### src/rtl/key_hash_pkg.sv
// Shared definitions for the key-to-address hasher: mode encodings,
// fold geometry helper and a width-parametric left rotate.
package key_hash_pkg;

  typedef enum logic {
    HASH_MODE_XOR    = 1'b0,
    HASH_MODE_ROTXOR = 1'b1
  } hash_mode_e;

  localparam int unsigned ROT_MAX_W = 64;

  function automatic int unsigned chunk_count(input int unsigned key_w,
                                              input int unsigned key_lsb,
                                              input int unsigned addr_w);
    return (key_w - key_lsb + addr_w - 1) / addr_w;
  endfunction

  // Rotates the low `width` bits of value left by amount; bits above width are zero.
  function automatic logic [ROT_MAX_W-1:0] rotl(input logic [ROT_MAX_W-1:0] value,
                                                input int unsigned amount,
                                                input int unsigned width);
    logic [ROT_MAX_W-1:0] mask;
    logic [ROT_MAX_W-1:0] v;
    logic [ROT_MAX_W-1:0] r;
    mask = (width >= ROT_MAX_W) ? '1 : ((64'd1 << width) - 64'd1);
    v = value & mask;
    if (amount == 0) r = v;
    else r = ((v << amount) | (v >> (width - amount))) & mask;
    return r;
  endfunction

endpackage

### src/rtl/key_hash_addr_fifo.sv
// Synchronous first-word-fall-through FIFO with occupancy count; the head
// entry is presented on rd_data whenever count is non-zero.
module hash_out_fifo #(
  parameter int unsigned WIDTH = 18,
  parameter int unsigned DEPTH = 4,
  localparam int unsigned AW = $clog2(DEPTH)
) (
  input  logic             clk,
  input  logic             reset,
  input  logic             wr_en,
  input  logic [WIDTH-1:0] wr_data,
  input  logic             rd_en,
  output logic [WIDTH-1:0] rd_data,
  output logic [AW:0]      count
);

  logic [WIDTH-1:0] mem [DEPTH];
  logic [AW-1:0]    wr_ptr;
  logic [AW-1:0]    rd_ptr;
  logic             do_rd;
  logic             do_wr;

  // A write at full is allowed when the head is leaving in the same cycle.
  assign do_rd = rd_en && (count != '0);
  assign do_wr = wr_en && ((count != (AW+1)'(DEPTH)) || do_rd);
  assign rd_data = mem[rd_ptr];

  always_ff @(posedge clk) begin
    if (reset) begin
      wr_ptr <= '0;
      rd_ptr <= '0;
      count  <= '0;
    end else begin
      if (do_wr) wr_ptr <= wr_ptr + AW'(1);
      if (do_rd) rd_ptr <= rd_ptr + AW'(1);
      case ({do_wr, do_rd})
        2'b10:   count <= count + (AW+1)'(1);
        2'b01:   count <= count - (AW+1)'(1);
        default: count <= count;
      endcase
    end
  end

  always_ff @(posedge clk) begin
    if (do_wr) mem[wr_ptr] <= wr_data;
  end

endmodule

### src/rtl/key_hash_addr.sv
// Folds a wide key into a table address (plain or rotate XOR per request),
// with a registered input stage and an output FIFO for table-side stalls.
module key_hash_addr
  import key_hash_pkg::*;
#(
  parameter int unsigned KEY_W     = 128,
  parameter int unsigned KEY_LSB   = 16,
  parameter int unsigned ADDR_W    = 14,
  parameter int unsigned TAG_W     = 4,
  parameter int unsigned OUT_DEPTH = 4
) (
  input  logic              clk,
  input  logic              reset,
  input  logic              in_valid,
  output logic              in_ready,
  input  logic [KEY_W-1:0]  in_key,
  input  logic [TAG_W-1:0]  in_tag,
  input  logic              in_mode,
  output logic              out_valid,
  input  logic              out_ready,
  output logic [ADDR_W-1:0] out_addr,
  output logic [TAG_W-1:0]  out_tag,
  output logic              busy,
  output logic [15:0]       hash_cnt
);

  localparam int unsigned NCHUNK = chunk_count(KEY_W, KEY_LSB, ADDR_W);
  localparam int unsigned PW     = NCHUNK * ADDR_W;
  localparam int unsigned CW     = $clog2(OUT_DEPTH) + 1;
  localparam int unsigned FIFO_W = ADDR_W + TAG_W;

  // Chunks above the key field are zero-padded by the width cast.
  function automatic logic [ADDR_W-1:0] fold(input logic [KEY_W-1:0] key,
                                             input logic mode);
    logic [PW-1:0]     field;
    logic [ADDR_W-1:0] chunk;
    logic [ADDR_W-1:0] acc;
    field = PW'(key >> KEY_LSB);
    acc = '0;
    for (int unsigned i = 0; i < NCHUNK; i++) begin
      chunk = field[i*ADDR_W +: ADDR_W];
      if (mode == HASH_MODE_ROTXOR)
        chunk = ADDR_W'(rotl(ROT_MAX_W'(chunk), i % ADDR_W, ADDR_W));
      acc ^= chunk;
    end
    return acc;
  endfunction

  logic              run;
  logic              accept;
  logic              vld_p1;
  logic [KEY_W-1:0]  key_p1;
  logic [TAG_W-1:0]  tag_p1;
  logic              mode_p1;
  logic [ADDR_W-1:0] addr_p1;
  logic [FIFO_W-1:0] fifo_data;
  logic [CW-1:0]     fifo_count;
  logic [CW:0]       occupancy;

  assign accept    = in_valid && in_ready;
  assign occupancy = {1'b0, fifo_count} + {{CW{1'b0}}, vld_p1};
  assign in_ready  = run && (occupancy < (CW+1)'(OUT_DEPTH));

  always_ff @(posedge clk) begin
    if (reset) begin
      run    <= 1'b0;
      vld_p1 <= 1'b0;
    end else begin
      run    <= 1'b1;
      vld_p1 <= accept;
    end
  end

  // Stage S1: captured request
  always_ff @(posedge clk) begin
    if (accept) begin
      key_p1  <= in_key;
      tag_p1  <= in_tag;
      mode_p1 <= in_mode;
    end
  end

  assign addr_p1 = fold(key_p1, mode_p1);

  // Stage S2: folded address and tag land in the output FIFO
  hash_out_fifo #(
    .WIDTH(FIFO_W),
    .DEPTH(OUT_DEPTH)
  ) u_fifo (
    .clk    (clk),
    .reset  (reset),
    .wr_en  (vld_p1),
    .wr_data({addr_p1, tag_p1}),
    .rd_en  (out_ready),
    .rd_data(fifo_data),
    .count  (fifo_count)
  );

  assign out_valid = (fifo_count != '0);
  assign out_addr  = out_valid ? fifo_data[FIFO_W-1:TAG_W] : '0;
  assign out_tag   = out_valid ? fifo_data[TAG_W-1:0] : '0;
  assign busy      = vld_p1 || (fifo_count != '0);

  always_ff @(posedge clk) begin
    if (reset) hash_cnt <= '0;
    else if (out_valid && out_ready) hash_cnt <= hash_cnt + 16'd1;
  end

endmodule
### config.mk
export PLATFORM = sky130hd
export DESIGN_NAME = key_hash_addr
export DESIGN_NICKNAME = d
export VERILOG_FILES = /design/src/rtl/key_hash_pkg.sv /design/src/rtl/key_hash_addr_fifo.sv /design/src/rtl/key_hash_addr.sv
export SDC_FILE = /design/constraint.sdc
export NUM_CORES = 1
export LEC_CHECK = 0
export BUFFER_PORTS_ARGS = -buffer_cell sky130_fd_sc_hd__buf_2
export CAP_MARGIN = 20
export CORE_ASPECT_RATIO = 1.2
export CORE_MARGIN = 4
export CORE_UTILIZATION = 55
export DETAILED_ROUTE_END_ITERATION = 10
export PLACE_DENSITY = 0.85
export RECOVER_POWER = 100
export REMOVE_ABC_BUFFERS = 1
export SYNTH_ARGS = -nofsm -noshare
export SYNTH_HDL_FRONTEND = slang
export SYNTH_SLANG_ARGS = --single-unit
### constraint.sdc
create_clock -name clk -period 5.3 [get_ports clk]
set_input_delay 0.795 -clock clk [delete_from_list [all_inputs] [get_ports clk]]
set_output_delay 0.795 -clock clk [all_outputs]
set_load 0.01 [all_outputs]
==> run metrics, run 1 <==
Mapped Area=a little over 9000 um2; GRT overflow=0; Die Y=151 um; worst-path maximum fanout=81; synth unique cells=39; Worst setup EP type=flip-flop; min-delay src=in_key[124]; DR vias=5,099; GP Congestion=just over 0.8; Seq/Total Area, Yosys=0.665; Starting Density=0.567; Pwr per Cell Area=between 300 and 400 nW/um2; ys flop type=edfxtp_1; leakage power=3.91 nW; Post-Layout Cell Count=slightly below 1,000; fin crit share=0.693; Worst EP required=between 5 and 6 ns; Worst IR Drop VDD=0.000330 V; placeable core area=16,500 um2; port buffer count=roughly 160; Final Max Slew Viols=95; IO Count=around 170; first-pass GRT wire length=28.6 mm; initial antenna violation count=0; setup total negative slack=0 ns; clk_skew=0.0114 ns; worst-margin pin slew=1.86 ns; EDFF count, synth=roughly 190; f_max=between 200 and 300 MHz; number of setup buffers added after CTS=0; WHS Endpoint=key_p1[124]$_DFFE_PP_; Startpoint Class=flip-flop; row count=51; Synthesis Warnings=0; Worst Setup SP=vld_p1$_SDFF_PP0_; Avg Vias per Cell=about 5.2; Root Driver=clkbuf_16; Tmin final=~3.7 ns; DP HPWL=about 13 mm; terminus of the critical flop-to-flop path=key_p1[112]$_DFFE_PP_; max cap viols=2; 1st-pass router iterations=4; layout cell share with drive strength beyond 1=0.207; Slew headroom=-0.238; Hold Path Depth=1; Layout area overhead=16.4%; violated checks=capacitance limit, slew limit; # clock sinks=around 220; synthesized flop and latch total=roughly 220; Die X=between 100 and 150 um; status=finished with violations; clock insertion delay at the later pin of the skew report=approximately 0.5 ns; GRT Total Usage=0.192; Die Area=between 15,000 and 20,000 um2; reg-to-reg setup timing slack=~1.6 ns; H-tree level count=1; filler instances=about 1,200; CTS tree=yes; Post-Syn Instances=approximately 580; crit path DAT=about 3.8 ns; Clock Path Buffers=3; Post-route DRC=0; Tightest Hold Check Type=in -> reg; number of cells after detailed placement=about 940; Antenna diodes=0; Async S/R FF share, synth=0; Avg Cell Area, Syn=16.1 um2; WS Path Type=reg -> reg; largest net degree at the start of global routing=between 80 and 90; Final ANT Viol Nets=0; WL per Instance=approximately 19 um; clock-pin slew on the worst setup and hold paths=0.06 ns; RSZ-0062 raised after global routing=no; total CTS buffers=21; First DRT Iteration DRCs=between 400 and 500; post-CTS sizing=0; Final #Nets=about 890; Reg2Reg Depth=3; final hold violations=0; hold_buf cts=0; # setup viols final=0; number of global-route vias before repair=~5,600; reg-to-reg critical path startpoint=vld_p1$_SDFF_PP0_; WL final=18.2 mm
==> worst max-delay path: stages (launching register included) <==
cell      delay, ns
dfxtp_1        0.44
a311oi_1       0.46
and2_4         0.90
clkbuf_1       1.39
==> worst max path at each step <==
stage | slack, ns | depth (start not counted) | end
floorplan | 1.12 | 2 | key_p1[100]$_DFFE_PP_
global placement | 2.62 | 3 | key_p1[112]$_DFFE_PP_
CTS | 2.36 | 3 | out_addr[11]
finish | 1.63 | 3 | key_p1[112]$_DFFE_PP_
detailed placement | 2.55 | 3 | key_p1[112]$_DFFE_PP_
global route | 1.28 | 3 | key_p1[112]$_DFFE_PP_
==> registers in the layout, indices dropped and copies added, names as in the netlist, named ones only <==
name,flops
mode_p1,1
u_fifo.mem,72
u_fifo.wr_ptr,2
u_fifo.rd_ptr,2
hash_cnt,16
u_fifo.count,3
tag_p1,4
run,1
vld_p1,1
key_p1,112
==> cell usage after synthesis, types with 2 or more instances <==
cell type	number	share of area
a21oi_1	9	0.0048
and2_1	2	0.0013
and3_1	8	0.0054
buf_2	10	0.0054
clkbuf_1	8	0.0032
dfxtp_1	27	0.058
edfxtp_1	189	0.61
ha_1	5	0.0067
inv_1	8	0.0032
mux2i_1	56	0.060
mux4_2	18	0.043
nand2_1	7	0.0028
nand2b_1	3	0.0020
nand3_1	7	0.0037
nand4_1	4	0.0027
nor2_1	16	0.0064
nor2b_1	19	0.013
nor3_1	3	0.0016
nor4_1	2	0.0013
o21ai_0	3	0.0016
o31ai_1	3	0.0024
or3_1	2	0.0013
or4_1	3	0.0024
xnor2_1	77	0.072
xor2_1	78	0.073
==> power by group <==
part           switching, mW  total (mW)  internal (mW)
Sequential            0.0753        2.13           2.05
Combinational          0.405       0.725          0.320
Clock                  0.603        1.34          0.734
==> per-stage QoR <==
step	hold WS (ns)	cell area [um2]	setup slack [ns]	util	total power [mW]
after global routing	0.448	10900	1.28	0.660	4.38
after floorplan	0.459	9250	1.12	-	2.66
after CTS	0.454	11000	2.36	0.666	4.25
after global placement	0.456	10300	2.62	0.628	2.87
final	0.469	10900	1.63	0.660	4.19
after detailed placement	0.477	10300	2.55	0.628	2.92
==> logic make-up after synthesis <==
group | after synthesis | synth area share
xor gates and xnor gates | 155 | 0.145
adders and majority gates | 6 | 0.00884
AOI/OAI and AO/OA | 23 | 0.0162
muxes | 75 | 0.105
DFF | 216 | 0.665
buffers and inverters | 27 | 0.0126
and+or+nand+nor | 79 | 0.0470
==> cells in the final DEF (no fill, tap or decap), types with 3 or more instances in the layout <==
master / n
xor2_1: 78
dfxtp_1: 27
nand2_1: 7
a21oi_1: 9
or3_1: 3
nor2b_1: 19
mux4_2: 18
clkinvlp_4: 3
clkbuf_16: 21
nand4_1: 4
and3_1: 8
nor2_1: 16
or4_1: 3
edfxtp_1: 189
mux2i_1: 56
o31ai_1: 4
buf_2: 106
ha_1: 5
nand3_1: 7
xnor2_1: 77
nor3_1: 3
o21ai_0: 3
nand2b_1: 3
clkbuf_1: 57
inv_1: 8
clkinv_1: 3
==> area by class of cell <==
cell class                 count  area [um2]  area share
clock buffer                  25         541      0.0497
inverter                       8        30.0     0.00276
multi-input combinational    338        3000       0.276
sequential                   216        6220       0.572
tap                          212         265      0.0244
timing repair buffer         161         742      0.0683
clock inverter                12        75.1     0.00691
==> routing by layer <==
layer,share of wire,wire length [um],global-route usage
met3,0.066,1190,0.0401
met1,0.38,7010,0.234
met2,0.53,9580,0.345
met5,0,0,0
met4,0.023,425,0.0585
(Power assumes the default switching activity.)
==> run 2: changes to the inputs <==
==> constraint.sdc (replaced) <==
create_clock -name clk -period 3.5 [get_ports clk]
set_input_delay 0.525 -clock clk [delete_from_list [all_inputs] [get_ports clk]]
set_output_delay 0.525 -clock clk [all_outputs]
set_load 0.01 [all_outputs]
==> run 2 against run 1 <==
The run now ends clean; clock power rose by 80%; worst hold slack got worse by 0.26 ns; non-clock buffer count rose by 2; final area rose by 1.8%; clock skew rose by 0.0017 ns; sequential share of layout area fell by 1.0 points; final cell count rose by 0.41%; count of clock-buffer cells in the layout rose by 2; wire length fell by 2.4%; highest routed layer unchanged.
==> run metrics, run 2 (synthesis gave the netlist of run 1 again) <==
post-CTS sizing=0; WP buf/inv=1; clock-pin slew on the worst setup and hold paths=around 0.060 ns; first-pass GRT wire length=27.6 mm; multi-input logic area=between 2000 and 3000 um2; Post-route DRC=0; WL per Instance=~18 um; # clock sinks=216; GRT Total Usage=0.186; largest net degree at the start of global routing=between 50 and 60; 1st-pass router iterations=4; Placement Setup Slack=about 1.0 ns; port buffer count=roughly 160; Top Metal Used=met4; met3 WL post-DR=between 1 and 1.5 mm; Worst setup EP type=flip-flop; WL final=~18 mm; Final Max Slew Viols=0; RSZ-0062 raised after global routing=no; clk_skew=about 0.013 ns; layout cell share with drive strength beyond 1=0.215; filler instances=~1,100; number of global-route vias before repair=~5,400; # setup viols final=0; total power=approximately 6.7 mW; most common cell after layout, fill and taps aside=edfxtp_1; Startpoint Class=flip-flop; row count=51; Worst IR Drop VDD=0.000492 V; leakage power=about 4.0 nW; Tightest Hold Check Type=in -> reg; Antenna diodes=0; final hold violations=0; Layout area overhead=18.5%; initial antenna violation count=0; hold_buf cts=0; biggest regs=key_p1: 112 flops, u_fifo.mem: 72 flops, hash_cnt: 16 flops; worst-margin pin slew=1.20 ns; WS Path Type=reg -> reg; Pwr per Cell Area=607 nW/um2; max reg flops=around 110; total CTS buffers=22; crit path DAT=3.06 ns; f_max=341 MHz; Slew headroom=0.197; Starting Density=0.567; CP max-delay cell=and2_2; Root Driver=clkbuf_16; Die Y=151 um; Crit path max-delay family=simple AND/OR/NAND/NOR gates; Met2 Routed Length=between 9 and 10 mm; Avg Vias per Cell=roughly 5.2; max cap viols=0; largest reg by FF count=key_p1; Clock Path Buffers=3; CP Cell Sequence=a311oi_1 -> and2_2 -> clkbuf_1; worst-path maximum fanout=47; Worst EP required=about 3.6 ns; DR vias=5,058; commonest cells after routing, fill and taps aside=edfxtp_1, buf_2, xor2_1, xnor2_1, mux2i_1; CTS tree=yes; Final Worst Setup Slack=roughly 0.56 ns; clock insertion delay at the later pin of the skew report=approximately 0.50 ns; Die Area=between 15,000 and 20,000 um2; number of setup buffers added after CTS=0; Final ANT Viol Nets=0; status=completed; Post-Route M1 WL=approximately 7 mm; fin crit share=0.839; IO Count=between 150 and 200; GRT overflow=0; Tmin final=2.94 ns; H-tree level count=1; placeable core area=16,500 um2; Largest stage delay, worst path=a little over 1 ns; hold_ws=approximately 0.2 ns; FF/Latch Area=6220 um2; First DRT Iteration DRCs=around 260; Die X=around 130 um; GP Congestion=~0.86; Final #Nets=892; DP HPWL=approximately 13 mm
run 2: cell count changes in the layout (fill, tap and decap cells not counted), sizes merged:
cell      delta
buf          +5
clkbuf       -1
clkinv       -2
clkinvlp     -2
bufinv       +4
run 2: metal layers:
| layer | global-route usage | up-vias |
|---|---|---|
| met5 | 0 | - |
| met4 | 0.0660 | 0 |
| met3 | 0.0334 | 32 |
| met2 | 0.338 | 173 |
| met1 | 0.221 | 2387 |
| li1 | - | 2466 |
run 2: layout make-up:
type                       count  area share
sequential                   216       0.562
clock inverter                12      0.0150
clock buffer                  27      0.0534
inverter                       8     0.00271
tap                          212      0.0240
multi-input combinational    338       0.271
timing repair buffer         163      0.0722
run 2: path summary, 6_finish.rpt:
| kind | to | depth (start not counted) | startpoint | slack (ns) |
|---|---|---|---|---|
| worst max-delay path | key_p1[103]$_DFFE_PP_ | 3 | vld_p1$_SDFF_PP0_ | 0.56 |
| worst min-delay path | key_p1[28]$_DFFE_PP_ | 1 | in_key[28] | 0.20 |
| worst max register to register | key_p1[103]$_DFFE_PP_ | 3 | vld_p1$_SDFF_PP0_ | 0.56 |
| worst min register to register | hash_cnt[15]$_SDFFE_PP0N_ | 2 | hash_cnt[15]$_SDFFE_PP0N_ | 0.50 |
run 2: report_power, final:
part	internal, mW	switching, mW	total, mW
Clock	1.50	0.910	2.41
Combinational	0.489	0.606	1.10
Sequential	3.11	0.115	3.22
Total	5.09	1.63	6.72
run 2: metrics by stage:
| stage | std cells | cell area (um2) | util | setup TNS, ns |
|---|---|---|---|---|
| finish | 976 | 11100 | 0.672 | 0 |
| global route | 976 | 11100 | 0.672 | 0 |
| CTS | 976 | 11200 | 0.677 | 0 |
| detailed placement | 937 | 10400 | 0.631 | 0 |
| global placement | 937 | 10400 | 0.631 | 0 |
| floorplan | 562 | 9250 | - | -80.05 |
